===== src/rtl/alu_operand_stage.sv =====
// Pipeline register stage in front of the ALU: 2-entry skid buffer with a registered inReady.
// Define ALU_OPERAND_STAGE_FWD_EN to patch waiting operands from the writeback port.
module alu_operand_stage #(
    parameter int unsigned DATA_W = 32,
    parameter int unsigned OP_W   = 4,
    parameter int unsigned TAG_W  = 5
) (
    input  logic              clk,
    input  logic              rst_n,
    input  logic              inValid,
    output logic              inReady,
    input  logic [OP_W-1:0]   inAluOp,
    input  logic [DATA_W-1:0] inLeft,
    input  logic [DATA_W-1:0] inRight,
    input  logic [TAG_W-1:0]  inLeftTag,
    input  logic [TAG_W-1:0]  inRightTag,
    input  logic [TAG_W-1:0]  inDestTag,
    output logic              outValid,
    input  logic              outReady,
    output logic [OP_W-1:0]   outAluOp,
    output logic [DATA_W-1:0] outLeft,
    output logic [DATA_W-1:0] outRight,
    output logic [TAG_W-1:0]  outDestTag,
    input  logic              wbValid,
    input  logic [TAG_W-1:0]  wbTag,
    input  logic [DATA_W-1:0] wbData
);

    typedef struct packed {
        logic [OP_W-1:0]   op;
        logic [DATA_W-1:0] left;
        logic [DATA_W-1:0] right;
        logic [TAG_W-1:0]  ltag;
        logic [TAG_W-1:0]  rtag;
        logic [TAG_W-1:0]  dest;
    } entry_t;

    typedef enum logic [1:0] {StEmpty, StOne, StTwo} state_e;

    state_e state_q, state_d;
    entry_t head_q, head_d;
    entry_t skid_q, skid_d;
    logic   in_ready_q;

    entry_t in_entry;
    entry_t in_fwd, head_fwd, skid_fwd;
    logic   in_xfer, out_xfer;

    assign in_entry = '{op: inAluOp, left: inLeft, right: inRight,
                        ltag: inLeftTag, rtag: inRightTag, dest: inDestTag};

`ifdef ALU_OPERAND_STAGE_FWD_EN
    // Tag 0 is x0 and never forwarded; left and right match independently.
    function automatic entry_t patch(entry_t e, logic v, logic [TAG_W-1:0] t,
                                     logic [DATA_W-1:0] d);
        entry_t r;
        r = e;
        if (v && (t != '0)) begin
            if (e.ltag == t) r.left = d;
            if (e.rtag == t) r.right = d;
        end
        return r;
    endfunction

    assign in_fwd   = patch(in_entry, wbValid, wbTag, wbData);
    assign head_fwd = patch(head_q, wbValid, wbTag, wbData);
    assign skid_fwd = patch(skid_q, wbValid, wbTag, wbData);
`else
    logic unused_fwd;

    assign in_fwd     = in_entry;
    assign head_fwd   = head_q;
    assign skid_fwd   = skid_q;
    assign unused_fwd = ^{wbValid, wbTag, wbData, head_q.ltag, head_q.rtag,
                          skid_q.ltag, skid_q.rtag};
`endif

    assign outValid = (state_q != StEmpty);
    assign inReady  = in_ready_q;
    assign in_xfer  = inValid & in_ready_q;
    assign out_xfer = outValid & outReady;

    always_ff @(posedge clk) begin
        if (!rst_n) begin
            state_q    <= StEmpty;
            head_q     <= '0;
            skid_q     <= '0;
            in_ready_q <= 1'b0;
        end else begin
            state_q    <= state_d;
            head_q     <= head_d;
            skid_q     <= skid_d;
            in_ready_q <= (state_d != StTwo);
        end
    end

    always_comb begin
        state_d = state_q;
        head_d  = head_fwd;
        skid_d  = skid_fwd;
        unique case (state_q)
            StEmpty: begin
                if (in_xfer) begin
                    state_d = StOne;
                    head_d  = in_fwd;
                end
            end
            StOne: begin
                if (in_xfer && out_xfer) begin
                    head_d = in_fwd;
                end else if (in_xfer) begin
                    state_d = StTwo;
                    skid_d  = in_fwd;
                end else if (out_xfer) begin
                    state_d = StEmpty;
                end
            end
            StTwo: begin
                if (out_xfer) begin
                    state_d = StOne;
                    head_d  = skid_fwd;
                end
            end
            default: state_d = StEmpty;
        endcase
    end

    always_comb begin
        outAluOp   = head_q.op;
        outLeft    = head_q.left;
        outRight   = head_q.right;
        outDestTag = head_q.dest;
    end

endmodule


===== config.mk =====
export PLATFORM = sky130hd
export DESIGN_NAME = alu_operand_stage
export DESIGN_NICKNAME = d
export VERILOG_FILES = /design/src/rtl/alu_operand_stage.sv
export SDC_FILE = /design/constraint.sdc
export NUM_CORES = 1
export LEC_CHECK = 0
export ABC_AREA = 0
export BUFFER_PORTS_ARGS = -buffer_cell sky130_fd_sc_hd__buf_4
export CAP_MARGIN = 20
export CORE_UTILIZATION = 27
export CTS_CLUSTER_DIAMETER = 80
export DETAILED_ROUTE_END_ITERATION = 8
export GPL_TIMING_DRIVEN = 0
export REMOVE_ABC_BUFFERS = 1
export SLEW_MARGIN = 10
export SYNTH_ARGS = -nofsm -noshare
export SYNTH_HDL_FRONTEND = slang
export SYNTH_SLANG_ARGS = --single-unit

===== constraint.sdc =====
create_clock -name clk -period 2.65 [get_ports clk]
set_input_delay 0.1325 -clock clk [delete_from_list [all_inputs] [get_ports clk]]
set_output_delay 0.1325 -clock clk [all_outputs]
set_load 0.02 [all_outputs]

==> After elaboration in Yosys (flattened, before gate mapping) <==
Cells that the tools add are included.
{ "word_totals": {"inputBits": 125, "latch_bits": 0, "n_memories": 0, "output_inout_bits": 75, "regBits": 159, "romBits": 0, "ramBits": 0} }
{ "classes": {"div_mod_pow": 0, "n_addsub": 0, "magnitude_cmp": 0, "n_mux": 10, "n_eq_ne": 6, "n_bitwise": 3, "n_reduce_logical": 6, "shifts": 0, "n_mul": 0} }
{ "ops": {"columns": ["cell", "count"], "rows": [
  ["$mux W83", 3],
  ["$pmux W83 S3", 1],
  ["$mux W2", 5],
  ["$ne A2 B2 Y1 const B", 4],
  ["$pmux W2 S3", 1],
  ["$reduce_and A4 Y1", 1],
  ["$reduce_and A3 Y1", 1],
  ["$reduce_bool A3 Y1", 1],
  ["$and A1 B1 Y1", 2],
  ["$eq A2 B1 Y1 const B", 1],
  ["$eq A2 B2 Y1 const B", 1],
  ["$logic_not A2 Y1", 1],
  ["$reduce_bool A2 Y1", 1],
  ["$logic_and A1 B1 Y1", 1],
  ["$not A1 Y1", 1]
]} }

==> Longest topological paths before layout <==
{ "depth": {"word_depth": 7, "ltp_mapped": 7, "ltp_nobuf": 4} }

==> Worst setup path before layout <==
Ideal clock, no wire load.
{ "synth_timing": {"kind": "reg2reg", "from": "register in_ready_q (netlist: inReady)", "to": "register skid_q, in the netlist skid_fwd[77]", "setup_ns": 0.116, "slack_ns": 1.149, "t_arrival_ns": 1.384, "stages_incl_launch_ff": 7, "required_time_ns": 2.534, "period_less_slack_ns": 1.501, "cell_sequence": "dfxtp_1 -> nand2_2 -> or3_1 -> buf_4 -> buf_6 -> nand2_1 -> a21boi_1"} }
{ "synth_via": {"elab_chain_len": 4} }
{ "synth_lines": {"columns": ["element", "line", "rtl"], "rows": [
  ["start, declared", "43", "logic in_ready_q;"],
  ["start signal, assigned", "93", "in_ready_q <= (state_d != StTwo);"],
  ["$and A1 B1 Y1 *", "80", "assign in_xfer = inValid & in_ready_q;"],
  ["$logic_and A1 B1 Y1", "109", "if (in_xfer && out_xfer) begin"],
  ["$not A1 Y1 (no source line)", null, null],
  ["$reduce_and A3 Y1 (no source line) *", null, null],
  ["end signal, assigned", "92", "skid_q <= skid_d;"],
  ["end, declared", "42", "entry_t skid_q, skid_d;"]
]} }
Mark *: on every way between the ends. The rest lies on a longest branch, timed or not.
A chain may end at the register's enable or synchronous reset.

==> Worst setup path after layout <==
{ "layout_timing": {"from": "register state_q[1]", "to": "register head_q, in the netlist outRight[29]"} }
{ "layout_via": {"elab_chain_len": 5, "elab_cells_between_ends": 12, "cone_classes": "eq/ne (5); mux (1); bitwise (1); reduce/logical (5)"} }
{ "layout_lines": {"columns": ["element", "line", "rtl"], "rows": [
  ["start, declared", "40", "state_e state_q, state_d;"],
  ["start signal, assigned", "85", "state_q <= StEmpty;"],
  ["start signal, assigned", "90", "state_q <= state_d;"],
  ["$reduce_bool A2 Y1", "78", "assign outValid = (state_q != StEmpty);"],
  ["$and A1 B1 Y1", "81", "assign out_xfer = outValid & outReady;"],
  ["$logic_and A1 B1 Y1", "109", null],
  ["$ne A2 B2 Y1 (no source line)", null, null],
  ["$reduce_and A4 Y1 (no source line)", null, null],
  ["end signal, assigned", "86", "head_q <= '0;"],
  ["end signal, assigned", "91", "head_q <= head_d;"],
  ["end, declared", "41", "entry_t head_q, head_d;"]
]} }
Several ways; a longest one is shown, not always the timed one.

==> summary.txt <==
Floorplanning
  – Die Width: 152 µm
  – Core ar.: 0.0220 mm²
  – Cell row count: 54
  – Die height: 152 µm
  – Die area: 0.0232 mm²
  – Starting Density: 27.7%
  – Ports: 200

Finish
  – Final std cells w/o fill: 1152
  – Area of the multi-input gates: 0.00273 mm²
  – Ant diodes: 0
  – Syn-to-layout area delta: 42.3%
  – Layout cell share with drive strength beyond 1: 22.6%
  – Final nets: 986
  – Filler Cells Inserted: 2245
  – Reg area: 0.00298 mm²

Setup path
  – Required arrival time at the worst endpoint: 2990 ps
  – Kind of critical path: flip-flop to flip-flop
  – Worst path arrival time: 2480 ps
  – CP cell instances: o31ai_4 -> buf_8 -> buf_8 -> buf_8 -> o21ai_1 -> a21oi_1
  – CP peak stage delay: 730 ps
  – R2R setup slack: 500 ps
  – Worst setup SP type: flip-flop
  – Crit-path leading delay family: compound AO/OA/AOI/OAI gates
  – Reg2reg start: state_q[1]
  – CP most frequent cell: buf_8
  – Buffers and inverters on the worst path: 3
  – Critical Path Sink Type: flip-flop
  – R2r worst-path depth: 6
  – Reg-to-Reg End: outRight[29]
  – Worst path slowest cell: o31ai_4
  – Crit path max fanout: 24

Synth
  – Post-synth cell types: 26
  – Syn Std Cell Area: 0.00610 mm²
  – Sequential fraction of the synthesis area: 48.9%
  – Ys async rst share: 0%
  – Number of synthesized flops with an enable pin: 0
  – Mean Syn Cell Area: 9.23 µm²
  – Area contributors post-synth: dfxtp_1, mux2i_1, nand2_1, a21boi_1, a21oi_1
  – Commonest cells in the netlist: dfxtp_1, nand2_1, a21oi_1, mux2i_1, a21boi_1
  – YS warnings: 0
  – Post-synth top area share: 48.9%
  – Syn Inst Count: 661
  – Yosys top cell by area: dfxtp_1
  – Top-count cell post-synth: dfxtp_1
  – Ys flop type: dfxtp_1
  – Seq cells post-synth: 149

Global routing
  – Gr ovfl total: 0
  – GRT Total Usage: 13.5%
  – Initial antenna violation count: 0
  – Pin count of the biggest net entering global routing: 150
  – Number of global-route vias before repair: 4807
  – Global-route wire length before repair: 25.2 mm

Placed design
  – Gpl congestion: 0.707
  – Cells after DPL: 1049
  – Buffers on Ports: 151
  – Half-perimeter wire length after placement: 9.31 mm
  – Place WS: 525 ps

CTS
  – Gates resized, CTS repair: 0
  – Post-CTS Setup Inserts: 0
  – Clock slew at reported path FFs: 60 ps
  – CTS Sinks: 149
  – TritonCTS Buffers: 17
  – Clk Latency, worst-skew pair: 410 ps
  – Clk root buf: clkbuf_16
  – TritonCTS clock tree: built
  – H-Tree Depth: 4
  – Hold_buf cts: 73
  – Clock buffer depth: 2

Worst hold path
  – Min-Delay Path Class: input port to flip-flop
  – WHS Path Cells: 3
  – Hold Path Sink: inReady
  – Hold_sp: outReady

Pwr
  – Cell internal pwr: 0.00407 W
  – P_leak: 3.93 nW
  – Worst vdd ir: 315 µV
  – Sw Share: 24.4%
  – PwrDens: 619 mW/mm²
  – Clk network pwr share: 41.8%
  – Net switching power: 0.00131 W
  – Reg power frac: 44.5%
  – Logic pwr share: 13.6%

Drt
  – Pre-Repair DR Iteration Count: 6
  – Final wirelength: 15.2 mm
  – WL/cell: 13.2 µm
  – Vias: 5149
  – Via density: 4.47
  – Final ANT Viol Nets: 0
  – DRT iter0 DRCs: 188
  – Drt drc: 10

Outcome
  – Status: finished with violations
  – Failing checks: design-rule violations

Timing
  – # setup viols final: 0
  – Final min period: 2150 ps
  – Worst-Margin Slew: 955 ps
  – RSZ-0062 raised after global routing: no
  – Part of the cycle the worst path needs: 81.0%
  – Max transition margin: 36.3%
  – Slack of the critical path: 505 ps
  – Final Hold Fails: 0
  – Worst Clk Skew: 7.42 ps
  – F_max: 0.466 GHz
  – Max-slew violation count: 0

Job
  – Total of max-cap violations: 0
-- worst max-delay path by stage --
stage,start,endpoint,cells past startpoint
floorplan,state_q[0],outAluOp[0],3
global placement,state_q[0],outDestTag[0],3
detailed placement,state_q[1],outRight[6],6
CTS,state_q[1],outRight[14],6
global route,inReady,outLeft[8],7
finish,state_q[1],outRight[29],6
-- sequential cells by signal, summed over array words and instances (netlist names) --
| name | flops |
|---|---|
| outAluOp | 4 |
| state_q | 2 |
| outDestTag | 5 |
| skid_fwd | 73 |
| inReady | 1 |
| outRight | 32 |
| outLeft | 32 |
-- cell families (layout without fill, tap and decap cells) --
family                 count (synthesis)  count (layout)  synth area share [%]
multiplexers                          74              74                  12.1
buffers and inverters                 56             267                  6.64
flip-flops                           149             149                  48.9
AO/OA/AOI/OAI                        223             223                  21.6
AND/OR/NAND/NOR                      159             159                  10.7
-- stage by stage --
| step | hold slack (ps) | setup TNS (ps) | area (µm²) | util (%) | total power (W) |
|---|---|---|---|---|---|
| 6_report | 42.4 | 0 | 8690 | 39.4 | 0.00538 |
| 4_1_cts | 13.3 | 0 | 8690 | 39.4 | 0.00549 |
| 5_1_grt | 44.3 | 0 | 8690 | 39.4 | 0.00565 |
| 2_1_floorplan | 254 | -78820 | 5700 | - | 0.00274 |
| 3_5_place_dp | 397 | 0 | 7420 | 33.7 | 0.00309 |
| 3_3_place_gp | 391 | -229710 | 7180 | 32.6 | 0.00307 |
-- tightest hold or removal path, cell delays in order --
cell	delay, ps
buf_4	130
a21oi_1	60
nor2b_1	90
-- final cells by class --
| type | instances | share of cell area [%] |
|---|---|---|
| flip-flops and latches | 149 | 34.3 |
| multi-input cells | 456 | 31.4 |
| repair buffers | 237 | 24.1 |
| clock buffers | 25 | 5.59 |
| well taps | 280 | 4.03 |
| clock inverters | 5 | 0.576 |
-- power by group through the flow --
stage,logic (W),clock network (W),registers [W]
detailed placement,0.000650,0,0.00244
floorplan,0.000196,0,0.00254
CTS,0.000740,0.00235,0.00239
global route,0.000795,0.00244,0.00241
finish,0.000734,0.00225,0.00240
global placement,0.000629,0,0.00244
-- routing by layer --
layer | vias to the layer above | share of wire (%) | wire [µm] | global-route usage [%]
met5 | - | 0 | 0 | 0
met4 | 0 | 0.73 | 111 | 3.50
met3 | 9 | 5.1 | 781 | 4.07
met2 | 101 | 47 | 7100 | 21.6
met1 | 2379 | 48 | 7260 | 17.5
li1 | 2660 | - | - | -
-- layout by cell type, fill, tap and decap left out, drive strengths merged, types with 2 or more instances in the layout --
master,count
o21ai,73
clkbuf,25
clkinv,4
and2,2
a21oi,74
mux2i,74
a21boi,73
buf,164
nor2b,2
dlygate4sd3,73
nand2b,2
dfxtp,149
nand2,148
Power figures use the tool's default switching activity.
